**config.mk**
```make
export PLATFORM = sky130hd
export DESIGN_NAME = imm_packer
export DESIGN_NICKNAME = d
export VERILOG_FILES = /design/src/rtl/riscv_imm_pkg.sv /design/src/rtl/imm_field_pack.sv /design/src/rtl/imm_packer.sv
export SDC_FILE = /design/constraint.sdc
export NUM_CORES = 1
export LEC_CHECK = 0
export CAP_MARGIN = 10
export CORE_MARGIN = 4
export CORE_UTILIZATION = 35
export DETAILED_ROUTE_END_ITERATION = 16
export PLACE_DENSITY_LB_ADDON = 0.2
export SYNTH_ARGS = -nofsm -noshare
export SYNTH_HDL_FRONTEND = slang
export SYNTH_HIERARCHICAL = 1
export SYNTH_SLANG_ARGS = --single-unit
export TNS_END_PERCENT = 20
```
**constraint.sdc**
```tcl
create_clock -name CLK -period 4.8 [get_ports CLK]
set_clock_uncertainty 0.2 [all_clocks]
set_input_delay 0.72 -clock CLK [delete_from_list [all_inputs] [get_ports CLK]]
set_output_delay 0.72 -clock CLK [all_outputs]
set_load 0.01 [all_outputs]
```
**src/rtl/riscv_imm_pkg.sv**
```systemverilog
// Shared immediate-format definitions for the packer, extender and decoder.
// The range check lives here so every consumer agrees on what is representable.
package riscv_imm_pkg;

  localparam int FIELD_W = 25;

  typedef logic [2:0] imm_format_t;

  localparam imm_format_t FMT_R  = 3'd0;
  localparam imm_format_t FMT_I  = 3'd1;
  localparam imm_format_t FMT_S  = 3'd2;
  localparam imm_format_t FMT_U  = 3'd3;
  localparam imm_format_t FMT_SB = 3'd4;
  localparam imm_format_t FMT_UJ = 3'd5;

  // True when imm[31:msb] is a pure sign extension of imm[msb].
  function automatic logic fits_signed(input logic [31:0] imm, input int msb);
    logic signed [31:0] t;
    t = $signed(imm) >>> msb;
    return (t == 32'sd0) || (t == -32'sd1);
  endfunction

  function automatic logic imm_range_error(input logic [31:0] imm, input imm_format_t fmt);
    logic err;
    err = 1'b1;
    case (fmt)
      FMT_R:         err = 1'b0;
      FMT_I, FMT_S:  err = !fits_signed(imm, 11);
      FMT_U:         err = (imm[11:0] != 12'd0);
      FMT_SB:        err = imm[0] || !fits_signed(imm, 12);
      FMT_UJ:        err = imm[0] || !fits_signed(imm, 20);
      default:       err = 1'b1;
    endcase
    return err;
  endfunction

endpackage

```
**src/rtl/imm_field_pack.sv**
```systemverilog
// Combinational packer: scatters an immediate into instr[31:7] for a format.
// Out-of-range values are still packed from their truncated bits.
module imm_field_pack
  import riscv_imm_pkg::*;
(
  input  logic [31:0]        value,
  input  imm_format_t        format,
  output logic [FIELD_W-1:0] field,
  output logic               range_error
);

  always_comb begin
    field = '0;
    case (format)
      FMT_I: field[24:13] = value[11:0];
      FMT_S: begin
        field[24:18] = value[11:5];
        field[4:0]   = value[4:0];
      end
      FMT_U: field[24:5] = value[31:12];
      FMT_SB: begin
        field[24]    = value[12];
        field[23:18] = value[10:5];
        field[4:1]   = value[4:1];
        field[0]     = value[11];
      end
      FMT_UJ: begin
        field[24]    = value[20];
        field[23:18] = value[10:5];
        field[17:14] = value[4:1];
        field[13]    = value[11];
        field[12:5]  = value[19:12];
      end
      default: field = '0;
    endcase
  end

  assign range_error = imm_range_error(value, format);

endmodule

```
**src/rtl/imm_packer.sv**
```systemverilog
// Two-stage valid/ready immediate packer with saturating pack/error counters.
// Stage 1 holds the raw value plus its range flag; stage 2 holds the packed field.
module imm_packer #(
  parameter int FIELD_W = 25,
  parameter int CNT_W   = 16
) (
  input  logic               CLK,
  input  logic               RST,
  input  logic [31:0]        IMM_VALUE,
  input  logic [2:0]         IMM_FORMAT,
  input  logic               IN_VALID,
  output logic               IN_READY,
  output logic [FIELD_W-1:0] IMM_FIELD,
  output logic               RANGE_ERROR,
  output logic               OUT_VALID,
  input  logic               OUT_READY,
  input  logic               COUNT_CLEAR,
  output logic [CNT_W-1:0]   PACK_COUNT,
  output logic [CNT_W-1:0]   ERROR_COUNT
);

  logic                       s1_v, s2_v;
  logic [31:0]                s1_value;
  riscv_imm_pkg::imm_format_t s1_format;
  logic                       s1_err;
  logic [FIELD_W-1:0]         s2_field;
  logic                       s2_err;
  logic [FIELD_W-1:0]         pack_field;
  logic                       pack_err_unused;
  logic                       in_fire, out_fire, s2_load;

  assign IN_READY = !s1_v || !s2_v || OUT_READY;
  assign in_fire  = IN_VALID && IN_READY;
  assign out_fire = s2_v && OUT_READY;
  // Stage 1 moves forward only when stage 2 is empty or draining this cycle.
  assign s2_load  = s1_v && (!s2_v || OUT_READY);

  imm_field_pack u_pack (
    .value       (s1_value),
    .format      (s1_format),
    .field       (pack_field),
    .range_error (pack_err_unused)
  );

  always_ff @(posedge CLK or posedge RST) begin
    if (RST) begin
      s1_v      <= 1'b0;
      s1_value  <= '0;
      s1_format <= riscv_imm_pkg::FMT_R;
      s1_err    <= 1'b0;
    end else if (in_fire) begin
      s1_v      <= 1'b1;
      s1_value  <= IMM_VALUE;
      s1_format <= IMM_FORMAT;
      s1_err    <= riscv_imm_pkg::imm_range_error(IMM_VALUE, IMM_FORMAT);
    end else if (s2_load) begin
      s1_v <= 1'b0;
    end
  end

  always_ff @(posedge CLK or posedge RST) begin
    if (RST) begin
      s2_v     <= 1'b0;
      s2_field <= '0;
      s2_err   <= 1'b0;
    end else if (s2_load) begin
      s2_v     <= 1'b1;
      s2_field <= pack_field;
      s2_err   <= s1_err;
    end else if (OUT_READY) begin
      s2_v <= 1'b0;
    end
  end

  always_ff @(posedge CLK or posedge RST) begin
    if (RST) begin
      PACK_COUNT  <= '0;
      ERROR_COUNT <= '0;
    end else if (COUNT_CLEAR) begin
      PACK_COUNT  <= '0;
      ERROR_COUNT <= '0;
    end else if (out_fire) begin
      if (s2_err) begin
        if (ERROR_COUNT != '1) ERROR_COUNT <= ERROR_COUNT + 1'b1;
      end else begin
        if (PACK_COUNT != '1) PACK_COUNT <= PACK_COUNT + 1'b1;
      end
    end
  end

  assign OUT_VALID   = s2_v;
  assign IMM_FIELD   = s2_field;
  assign RANGE_ERROR = s2_err;

endmodule
```
==> results of run 1 <==
-- worst paths after layout --
kind / startpoint / endpoint / depth (start not counted)
min in group asynchronous: RST / ERROR_COUNT[5]$_DFFE_PP0P_ / 2
worst min register to register: s1_value[19]$_DFFE_PP0P_ / s1_value[19]$_DFFE_PP0P_ / 1
worst max register to register: ERROR_COUNT[0]$_DFFE_PP0P_ / ERROR_COUNT[11]$_DFFE_PP0P_ / 6
worst max-delay path: OUT_READY / IN_READY / 3
max in group asynchronous: RST / s1_value[7]$_DFFE_PP0P_ / 3
worst min-delay path: s1_value[19]$_DFFE_PP0P_ / s1_value[19]$_DFFE_PP0P_ / 1
-- placed cells by master, fill, tap and decap left out, types with 5 or more instances in the layout --
| cell | count |
|---|---|
| sky130_fd_sc_hd__o211ai_1 | 5 |
| sky130_fd_sc_hd__nand2_1 | 21 |
| sky130_fd_sc_hd__nor2b_1 | 6 |
| sky130_fd_sc_hd__mux2_2 | 61 |
| sky130_fd_sc_hd__clkbuf_16 | 9 |
| sky130_fd_sc_hd__o31ai_1 | 5 |
| sky130_fd_sc_hd__nand3_1 | 14 |
| sky130_fd_sc_hd__xnor2_1 | 18 |
| sky130_fd_sc_hd__nor4_1 | 11 |
| sky130_fd_sc_hd__o22ai_1 | 7 |
| sky130_fd_sc_hd__clkdlybuf4s50_1 | 99 |
| sky130_fd_sc_hd__mux2i_1 | 10 |
| sky130_fd_sc_hd__xor2_1 | 6 |
| sky130_fd_sc_hd__a21oi_1 | 15 |
| sky130_fd_sc_hd__dfrtp_1 | 96 |
| sky130_fd_sc_hd__nor2_1 | 32 |
| sky130_fd_sc_hd__nand4_1 | 7 |
| sky130_fd_sc_hd__and3_1 | 7 |
| sky130_fd_sc_hd__nor3_1 | 6 |
| sky130_fd_sc_hd__and2_1 | 15 |
-- state kept, by name (all words and copies together), names as in the netlist --
name         cells
ERROR_COUNT     16
s1_err           1
PACK_COUNT      16
s1_v             1
s1_value        32
RANGE_ERROR      1
OUT_VALID        1
s1_format        3
IMM_FIELD       25
-- routing by layer --
metal	up-vias	track usage, %	part of all wire [%]
li1	1688	-	-
met5	-	0	0
met1	1745	19.2	47
met2	106	23.6	46
met4	0	6.38	2.1
met3	17	3.04	5.4
-- layout make-up --
cell class                 instances  share of cell area [%]
timing repair buffer             103                    16.6
clock inverter                     6                    1.35
sequential                        96                    38.7
tap                              176                    3.55
clock buffer                       9                    3.63
inverter                           5                   0.323
multi-input combinational        294                    35.9
-- per-stage QoR --
stage / total power [mW] / instance area [µm²] / setup slack, ps / std cells
2_1_floorplan: 1.22 / 4760 / 1370 / 416
3_3_place_gp: 1.43 / 5880 / 1830 / 673
3_5_place_dp: 1.44 / 5880 / 1810 / 673
4_1_cts: 2.21 / 6190 / 1900 / 688
5_1_grt: 2.28 / 6210 / 1850 / 689
6_report: 2.18 / 6210 / 1890 / 689
-- worst register-to-register path, cell delays in order (launching register included) --
cell and delay, ps:
sky130_fd_sc_hd__dfrtp_1 420, sky130_fd_sc_hd__ha_1 240, sky130_fd_sc_hd__and2_1 230, sky130_fd_sc_hd__nand3_4 200, sky130_fd_sc_hd__o21ai_2 160, sky130_fd_sc_hd__or4_1 500, sky130_fd_sc_hd__a21oi_1 160
-- power by group through the flow --
| stage | Combinational [mW] | Sequential (mW) | Clock, mW |
|---|---|---|---|
| global placement | 0.428 | 1.00 | 0 |
| detailed placement | 0.434 | 1.00 | 0 |
| floorplan | 0.228 | 0.995 | 0 |
| finish | 0.428 | 0.985 | 0.764 |
| global route | 0.468 | 1.00 | 0.815 |
| CTS | 0.436 | 0.986 | 0.793 |
==> metrics.log, run 1 <==
[metrics] number of top-level pins: 100
[metrics] RePlAce Congestion: approximately 0.84
[metrics] final hold violation count: 0
[metrics] internal power: around 1.6 mW
[metrics] headroom to the max-slew limit: between 20% and 30%
[metrics] via count of the first global-routing pass: 3684
[metrics] routed wire length: 11100 µm
[metrics] cell count after synthesis: about 420
[metrics] count of buffers from port buffering: 99
[metrics] clock sinks: 96
[metrics] Antenna Cells: 0
[metrics] area enclosed by the die boundary: between 15000 and 20000 µm²
[metrics] TritonRoute pass-1 iters: 6
[metrics] Worst setup SP type: input port
[metrics] Longest Clk Path Bufs: 2
[metrics] net switching share of the total power: 26.0%
[metrics] family with the most delay on the worst path: buffers and inverters
[metrics] Tightest Hold Check Type: reg2reg
[metrics] DP HPWL: about 8000 µm
[metrics] global-route wire length before repair: around 19000 µm
[metrics] longest individual stage delay on the worst path: around 550 ps
[metrics] worst slew pin tran: about 1100 ps
[metrics] ordered list of cells on the worst path: clkdlybuf4s50_1 -> nand3b_1 -> clkdlybuf4s50_1
[metrics] residual DRC count: 0
[metrics] cts bufs inserted: 9
[metrics] final clock period utilization by the worst path: 60.6%
[metrics] outcome: finished, final reports clean
[metrics] Synth Cell Area: 4760 µm²
[metrics] Reg area: ~2400 µm²
[metrics] slack of the worst reg-to-reg path: between 2000 and 3000 ps
[metrics] max-cap violations: 0
[metrics] post-detailed-route wirelength per cell: approximately 16 µm
[metrics] number of core rows: 42
[metrics] area of the core region: around 13000 µm²
[metrics] fill count: 1273
[metrics] multi-input combinational cell area: ~2200 µm²
[metrics] power share of the sequential group: a little under half
[metrics] Critical Path Slowest Stage Cell: sky130_fd_sc_hd__clkdlybuf4s50_1
[metrics] CTS tree: done
[metrics] total negative setup slack: 0 ps
[metrics] post-synth net total: 458
[metrics] count of hold buffers inserted by post-cts repair: 0
[metrics] Worst EP arrival: 1990 ps
[metrics] startpoint-to-endpoint class of the critical path: in2out
[metrics] Die Wd: 125 µm
[metrics] Final Max Slew Viols: 0
[metrics] number of vias per cell: between 5 and 6
[metrics] Worst Path Buf+Inv: 2
[metrics] Die Span Y: roughly 120 µm
[metrics] RSZ-0062 raised after global routing: false
[metrics] minimum clock period after layout: 2910 ps
[metrics] fraction of layout instances using a drive strength above 1: between 10% and 20%
[metrics] initial standard-cell utilization of the core: roughly 36%
[metrics] mean area per synthesized cell: roughly 11 µm²
[metrics] critical path's most frequent cell: sky130_fd_sc_hd__clkdlybuf4s50_1
[metrics] core utilization of the finished layout: 46.7%
[metrics] leakage power summed over all cells: between 2 and 3 nW
[metrics] portion of total power attributed to the clock network: 35.1%
[metrics] VDD IR max: approximately 0.19 mV
[metrics] total number of yosys warnings: 6
[metrics] highest clock frequency the design can meet: 0.344 GHz
[metrics] clock latency at the later pin of the worst-skew pair: about 350 ps
[metrics] number of antenna violations at the first check in global routing: 0
[metrics] number of H-tree levels: 3
[metrics] via total after detailed routing: ~3600
[metrics] residual overflow from global routing: 0
[metrics] nature of the critical path endpoint: primary output
[metrics] Post-CTS Setup Repair Bufs: 0
[metrics] overall routing resource usage: 14.7%
[metrics] synthesis-to-layout area growth: 30.4%
[metrics] 1st-iter DRT viols: between 200 and 300
[metrics] root buffer cell: sky130_fd_sc_hd__clkbuf_16
[metrics] nets@finish: about 550
[metrics] final-layout worst hold slack: about 300 ps
[metrics] pin count of the biggest net entering global routing: 40
[metrics] power density over the cells: roughly 350 nW/µm²
[metrics] maximum fanout along the worst path: 5
[metrics] number of setup violations in the final report: 0
[metrics] Data required, critical path: approximately 3900 ps
[metrics] count of instances resized after the clock tree is built: 0
[metrics] Post-DRT Antenna Nets: 0
[metrics] Net Switching: around 0.57 mW
[metrics] power share of the combinational group: between 10% and 20%
[metrics] Worst-path clk slew: about 70 ps
Power figures use the tool's default switching activity.
==> inputs of run 2 (changes only) <==
==> constraint.sdc (replaced) <==
create_clock -name CLK -period 2.92 [get_ports CLK]
set_clock_uncertainty 0.2 [all_clocks]
set_input_delay 0.438 -clock CLK [delete_from_list [all_inputs] [get_ports CLK]]
set_output_delay 0.438 -clock CLK [all_outputs]
set_load 0.01 [all_outputs]
==> run 2 against run 1 <==
Sequential power increased by 63%; worst setup slack got worse by 1300 ps; via count decreased by 1.8%; largest power group unchanged; cell count increased by 0.15%; critical endpoint unchanged; largest cell class unchanged; non-clock buffer count unchanged.
==> metrics.log, run 2 (synthesis results as in run 1) <==
[metrics] portion of total power attributed to the clock network: between 30% and 40%
[metrics] Post-CTS Setup Repair Bufs: 0
[metrics] Reg with most FFs: s1_value
[metrics] count of hold buffers inserted by post-cts repair: 0
[metrics] nets@finish: ~550
[metrics] maximum fanout along the worst path: 5
[metrics] startpoint-to-endpoint class of the critical path: in2out
[metrics] post-detailed-route wirelength per cell: roughly 16 µm
[metrics] Die Wd: ~120 µm
[metrics] Post-DRT Antenna Nets: 0
[metrics] pin count of the biggest net entering global routing: 97
[metrics] count of buffers from port buffering: slightly below 100
[metrics] Layout Cells excl Fill: ~700
[metrics] clock latency at the later pin of the worst-skew pair: around 340 ps
[metrics] headroom to the max-slew limit: a little over half
[metrics] overall routing resource usage: ~15%
[metrics] count of instances resized after the clock tree is built: 0
[metrics] final clock period utilization by the worst path: approximately 81%
[metrics] Die Span Y: around 120 µm
[metrics] 1st-iter DRT viols: between 200 and 250
[metrics] number of vias per cell: about 5.1
[metrics] Net Switching: 0.934 mW
[metrics] initial standard-cell utilization of the core: 35.8%
[metrics] Data required, critical path: about 2300 ps
[metrics] outcome: finished, final reports clean
[metrics] Longest Clk Path Bufs: 2
[metrics] power share of the sequential group: between 40 and 50%
[metrics] Antenna Cells: 0
[metrics] number of core rows: 42
[metrics] most common cell after layout, fill and taps aside: sky130_fd_sc_hd__clkdlybuf4s50_1
[metrics] cts bufs inserted: 9
[metrics] highest clock frequency the design can meet: 0.424 GHz
[metrics] Worst-path clk slew: 70 ps
[metrics] DP HPWL: 8170 µm
[metrics] via total after detailed routing: ~3500
[metrics] Worst EP arrival: around 1700 ps
[metrics] residual overflow from global routing: 0
[metrics] TritonRoute pass-1 iters: 4
[metrics] fill count: between 1000 and 1500
[metrics] routed wire length: 11100 µm
[metrics] Worst setup SP type: input port
[metrics] global-route wire length before repair: 18400 µm
[metrics] max-cap violations: 0
[metrics] final-layout worst hold slack: 303 ps
[metrics] core utilization of the finished layout: a little under half
[metrics] minimum clock period after layout: 2360 ps
[metrics] leakage power summed over all cells: 2.51 nW
[metrics] Reg area: roughly 2400 µm²
[metrics] power share of the combinational group: about a fifth
[metrics] fraction of layout instances using a drive strength above 1: around 18%
[metrics] total negative setup slack: 0 ps
[metrics] multi-input combinational cell area: 2230 µm²
[metrics] number of top-level pins: 100
[metrics] final hold violation count: 0
[metrics] Final Max Slew Viols: 0
[metrics] VDD IR max: roughly 0.40 mV
[metrics] area enclosed by the die boundary: ~16000 µm²
[metrics] root buffer cell: sky130_fd_sc_hd__clkbuf_16
[metrics] CTS tree: done
[metrics] worst slew pin tran: 690 ps
[metrics] power density over the cells: approximately 570 nW/µm²
[metrics] nature of the critical path endpoint: primary output
[metrics] most frequent cells in the layout: sky130_fd_sc_hd__clkdlybuf4s50_1, sky130_fd_sc_hd__dfrtp_1, sky130_fd_sc_hd__mux2_2, sky130_fd_sc_hd__nor2_1, sky130_fd_sc_hd__nand2_1
[metrics] residual DRC count: 0
[metrics] Tightest Hold Check Type: reg2reg
[metrics] area of the core region: 13300 µm²
[metrics] internal power: ~2.6 mW
[metrics] number of setup violations in the final report: 0
[metrics] number of H-tree levels: 3
[metrics] synthesis-to-layout area growth: 30.8%
[metrics] via count of the first global-routing pass: 3568
[metrics] number of flip-flops under the largest register name: 32
[metrics] net switching share of the total power: a little over a quarter
[metrics] placed cell count: between 600 and 700
[metrics] RePlAce Congestion: between 0.8 and 0.9
[metrics] clock sinks: 96
[metrics] number of antenna violations at the first check in global routing: 0
[metrics] RSZ-0062 raised after global routing: false
## run 2: cell types whose count changed in the layout (fill, tap and decap cells not counted), sizes merged
cell      previous run  this run
bufinv               2         1
clkinvlp             0         3
clkinv               4         0
inv                  5         6
clkbuf               9        11
## run 2: final timing paths
kind	from	endpoint	slack [ps]	cells past startpoint
max	OUT_READY	IN_READY	560	3
min	s1_value[16]$_DFFE_PP0P_	s1_value[16]$_DFFE_PP0P_	300	1
max reg2reg	ERROR_COUNT[0]$_DFFE_PP0P_	ERROR_COUNT[9]$_DFFE_PP0P_	750	6
min reg2reg	s1_value[16]$_DFFE_PP0P_	s1_value[16]$_DFFE_PP0P_	300	1
max in group asynchronous	RST	IMM_FIELD[22]$_DFFE_PP0P_	1730	3
min in group asynchronous	RST	PACK_COUNT[7]$_DFFE_PP0P_	390	3
## run 2: power by group through the flow
stage                     registers (mW)  logic [mW]  clock network [mW]
after floorplan                     1.64       0.375                   0
final                               1.61       0.712                1.21
after global placement              1.64       0.715                   0
after global routing                1.64       0.777                1.30
after CTS                           1.62       0.728                1.26
after detailed placement            1.64       0.726                   0
## run 2: critical path, stage by stage
cell and delay [ps]:
sky130_fd_sc_hd__clkdlybuf4s50_1 540, sky130_fd_sc_hd__nand3b_1 180, sky130_fd_sc_hd__clkdlybuf4s50_1 560
## run 2: stage by stage
stage	worst slack, ps	cell area [µm²]	total power [mW]
after floorplan	985	4760	2.01
after global placement	514	5920	2.35
after detailed placement	463	5920	2.37
after CTS	563	6220	3.60
after global routing	506	6220	3.72
final	559	6220	3.53
## run 2: layout make-up
cell class                      count  share of cell area, %
Tap cell                          176                   3.54
Multi-Input combinational cell    294                   35.8
Inverter                            5                  0.362
Clock buffer                       11                   3.90
Clock inverter                      5                   1.01
Sequential cell                    96                   38.6
Timing Repair Buffer              103                   16.8
## run 2: per-layer routing
metal  wire (µm)  part of all wire, %  GRT usage [%]
met4         127                  1.1           3.80
met2        5240                   47           23.8
met3         633                  5.7           5.10
met1        5100                   46           18.6
met5           0                    0              0
==> inputs of run 3 (changes only) <==
==> constraint.sdc (replaced) <==
create_clock -name CLK -period 2.4 [get_ports CLK]
set_clock_uncertainty 0.2 [all_clocks]
set_input_delay 0.36 -clock CLK [delete_from_list [all_inputs] [get_ports CLK]]
set_output_delay 0.36 -clock CLK [all_outputs]
set_load 0.01 [all_outputs]
==> run 3 against run 2 <==
Global-route usage decreased by 0.081 points; count of clock-buffer cells in the layout decreased by 1; combinational power is 25% higher; cell count rose by 0.87%; final area rose by 0.86%; first-iteration DRC count shrank 35%; clock power up 17%; highest routed layer unchanged; hold slack worse by 110 ps; critical path depth did not move; utilization rose by 0.40 points; die area stayed put.
==> metrics.log, run 3 (synthesis results as in run 1) <==
[metrics] post-detailed-route wirelength per cell: 15.8 µm
[metrics] VDD IR max: 0.335 mV
[metrics] via count of the first global-routing pass: roughly 3700
[metrics] total negative setup slack: 0 ps
[metrics] via total after detailed routing: roughly 3600
[metrics] number of core rows: 42
[metrics] slack of the worst reg-to-reg path: approximately 290 ps
[metrics] CTS tree: done
[metrics] synthesis-to-layout area growth: 31.9%
[metrics] most common cell after layout, fill and taps aside: sky130_fd_sc_hd__clkdlybuf4s50_1
[metrics] count of hold buffers inserted by post-cts repair: 0
[metrics] number of setup violations in the final report: 0
[metrics] Worst Path Buf+Inv: 2
[metrics] root buffer cell: sky130_fd_sc_hd__clkbuf_16
[metrics] power density over the cells: approximately 680 nW/µm²
[metrics] Final Max Slew Viols: 0
[metrics] Longest Clk Path Bufs: 2
[metrics] final hold violation count: 0
[metrics] fraction of layout instances using a drive strength above 1: 19.6%
[metrics] leakage power summed over all cells: 2.54 nW
[metrics] Post-DRT Antenna Nets: 0
[metrics] Post-CTS Setup Repair Bufs: 0
[metrics] max-cap violations: 0
[metrics] area of the core region: roughly 13000 µm²
[metrics] TritonRoute pass-1 iters: 4
[metrics] initial standard-cell utilization of the core: a little over a third
[metrics] area enclosed by the die boundary: roughly 16000 µm²
[metrics] final clock period utilization by the worst path: a little over nine tenths
[metrics] cts bufs inserted: 9
[metrics] minimum clock period after layout: between 2000 and 2500 ps
[metrics] number of top-level pins: 100
[metrics] dpl cell area: approximately 6000 µm²
[metrics] 1st-iter DRT viols: 157
[metrics] family with the most delay on the worst path: buffers and inverters
[metrics] headroom to the max-slew limit: about two thirds
[metrics] residual DRC count: 0
[metrics] Die Wd: 125 µm
[metrics] most frequent cells in the layout: sky130_fd_sc_hd__clkdlybuf4s50_1, sky130_fd_sc_hd__dfrtp_1, sky130_fd_sc_hd__mux2_2, sky130_fd_sc_hd__nor2_1, sky130_fd_sc_hd__nand2_1
[metrics] count of buffers from port buffering: approximately 100
[metrics] core utilization of the finished layout: a little under half
[metrics] critical path's most frequent cell: sky130_fd_sc_hd__clkdlybuf4s50_1
[metrics] pin count of the biggest net entering global routing: 44
[metrics] highest clock frequency the design can meet: 0.441 GHz
[metrics] worst reg-to-reg path cell count: 6
[metrics] number of vias per cell: approximately 5.1
[metrics] RePlAce Congestion: 0.819
[metrics] Worst EP arrival: roughly 1700 ps
[metrics] nature of the critical path endpoint: primary output
[metrics] ordered list of cells on the worst path: clkdlybuf4s50_1 -> nand3b_1 -> clkdlybuf4s50_1
[metrics] clock sinks: 96
[metrics] Data required, critical path: around 1800 ps
[metrics] total power consumption of the routed design: ~4.3 mW
[metrics] Worst setup SP type: input port
[metrics] Critical Path Slowest Stage Cell: sky130_fd_sc_hd__clkdlybuf4s50_1
[metrics] post-route cell area: 6280 µm²
[metrics] Reg with most FFs: s1_value
[metrics] residual overflow from global routing: 0
[metrics] DP HPWL: just over 8000 µm
[metrics] clock latency at the later pin of the worst-skew pair: between 300 and 400 ps
[metrics] nets@finish: about 560
[metrics] RSZ-0062 raised after global routing: false
[metrics] Antenna Cells: 0
[metrics] longest individual stage delay on the worst path: 580 ps
[metrics] worst slew pin tran: roughly 510 ps
[metrics] maximum fanout along the worst path: 5
[metrics] global-route wire length before repair: 18600 µm
[metrics] number of flip-flops under the largest register name: 32
[metrics] count of instances resized after the clock tree is built: 0
[metrics] outcome: finished, final reports clean
[metrics] Worst-path clk slew: ~70 ps
[metrics] r2r startpoint: ERROR_COUNT[0]$_DFFE_PP0P_
[metrics] number of H-tree levels: 3
[metrics] fill count: 1224
[metrics] Die Span Y: about 120 µm
[metrics] Reg area: approximately 2400 µm²
[metrics] Tightest Hold Check Type: in2async
[metrics] multi-input combinational cell area: between 2000 and 2500 µm²
[metrics] number of antenna violations at the first check in global routing: 0
[metrics] routed wire length: approximately 11000 µm
[metrics] capturing point of the worst reg2reg path: ERROR_COUNT[9]$_DFFE_PP0P_
[metrics] startpoint-to-endpoint class of the critical path: in2out
[metrics] overall routing resource usage: between 10 and 15%
[run 3: changes by cell type in the layout (fill, tap and decap cells not counted)]
cell | previous run | this run
sky130_fd_sc_hd__clkinvlp_4 | 3 | 2
sky130_fd_sc_hd__clkbuf_1 | 1 | 0
sky130_fd_sc_hd__bufinv_16 | 1 | 0
sky130_fd_sc_hd__buf_12 | 2 | 4
sky130_fd_sc_hd__buf_4 | 2 | 6
sky130_fd_sc_hd__clkinv_2 | 0 | 1
sky130_fd_sc_hd__inv_8 | 0 | 1
sky130_fd_sc_hd__clkinv_4 | 0 | 1
[run 3: area by class of cell]
| type | count | area share (%) |
|---|---|---|
| clock buffers | 10 | 3.81 |
| clock inverters | 6 | 0.797 |
| repair buffers | 109 | 17.8 |
| inverters | 5 | 0.359 |
| well taps | 176 | 3.51 |
| multi-input cells | 294 | 35.5 |
| flip-flops and latches | 96 | 38.3 |
[run 3: worst max-delay path by stage]
stage,cells after the start,endpoint,from,slack [ps]
floorplan,6,ERROR_COUNT[11]$_DFFE_PP0P_,ERROR_COUNT[0]$_DFFE_PP0P_,460
global placement,6,PACK_COUNT[13]$_DFFE_PP0P_,OUT_READY,150
detailed placement,6,PACK_COUNT[13]$_DFFE_PP0P_,OUT_READY,120
CTS,3,IN_READY,OUT_READY,140
global route,3,IN_READY,OUT_READY,80
finish,3,IN_READY,OUT_READY,130
[run 3: routing by layer]
layer	track usage [%]	vias up	wire, µm
met4	3.35	0	155
met2	24.1	89	5310
li1	-	1710	-
met1	18.5	1744	5010
met3	4.76	12	528
met5	0	-	0
[run 3: report_power, final]
group          switching [mW]  leakage, nW  internal [mW]  total [mW]
clock                   0.663        0.141          0.746        1.41
combinational           0.372         1.18          0.521       0.893
sequential              0.143         1.23           1.81        1.96
[run 3: through the flow]
step                      hold slack [ps]  cells  setup slack [ps]
after global placement                282    680               145
after global routing                  220    696              84.2
final                                 191    696               135
after floorplan                       223    416               465
after CTS                             189    696               140
after detailed placement              287    680               124
[run 3: worst register-to-register path, delay by kind of cell (launching register included)]
| kind | cells | cell delay (ps) |
|---|---|---|
| AO/OA/AOI/OAI | 2 | 280 |
| flip-flops | 1 | 410 |
| adder cells (fa/ha/maj) | 1 | 240 |
| AND/OR/NAND/NOR | 3 | 920 |
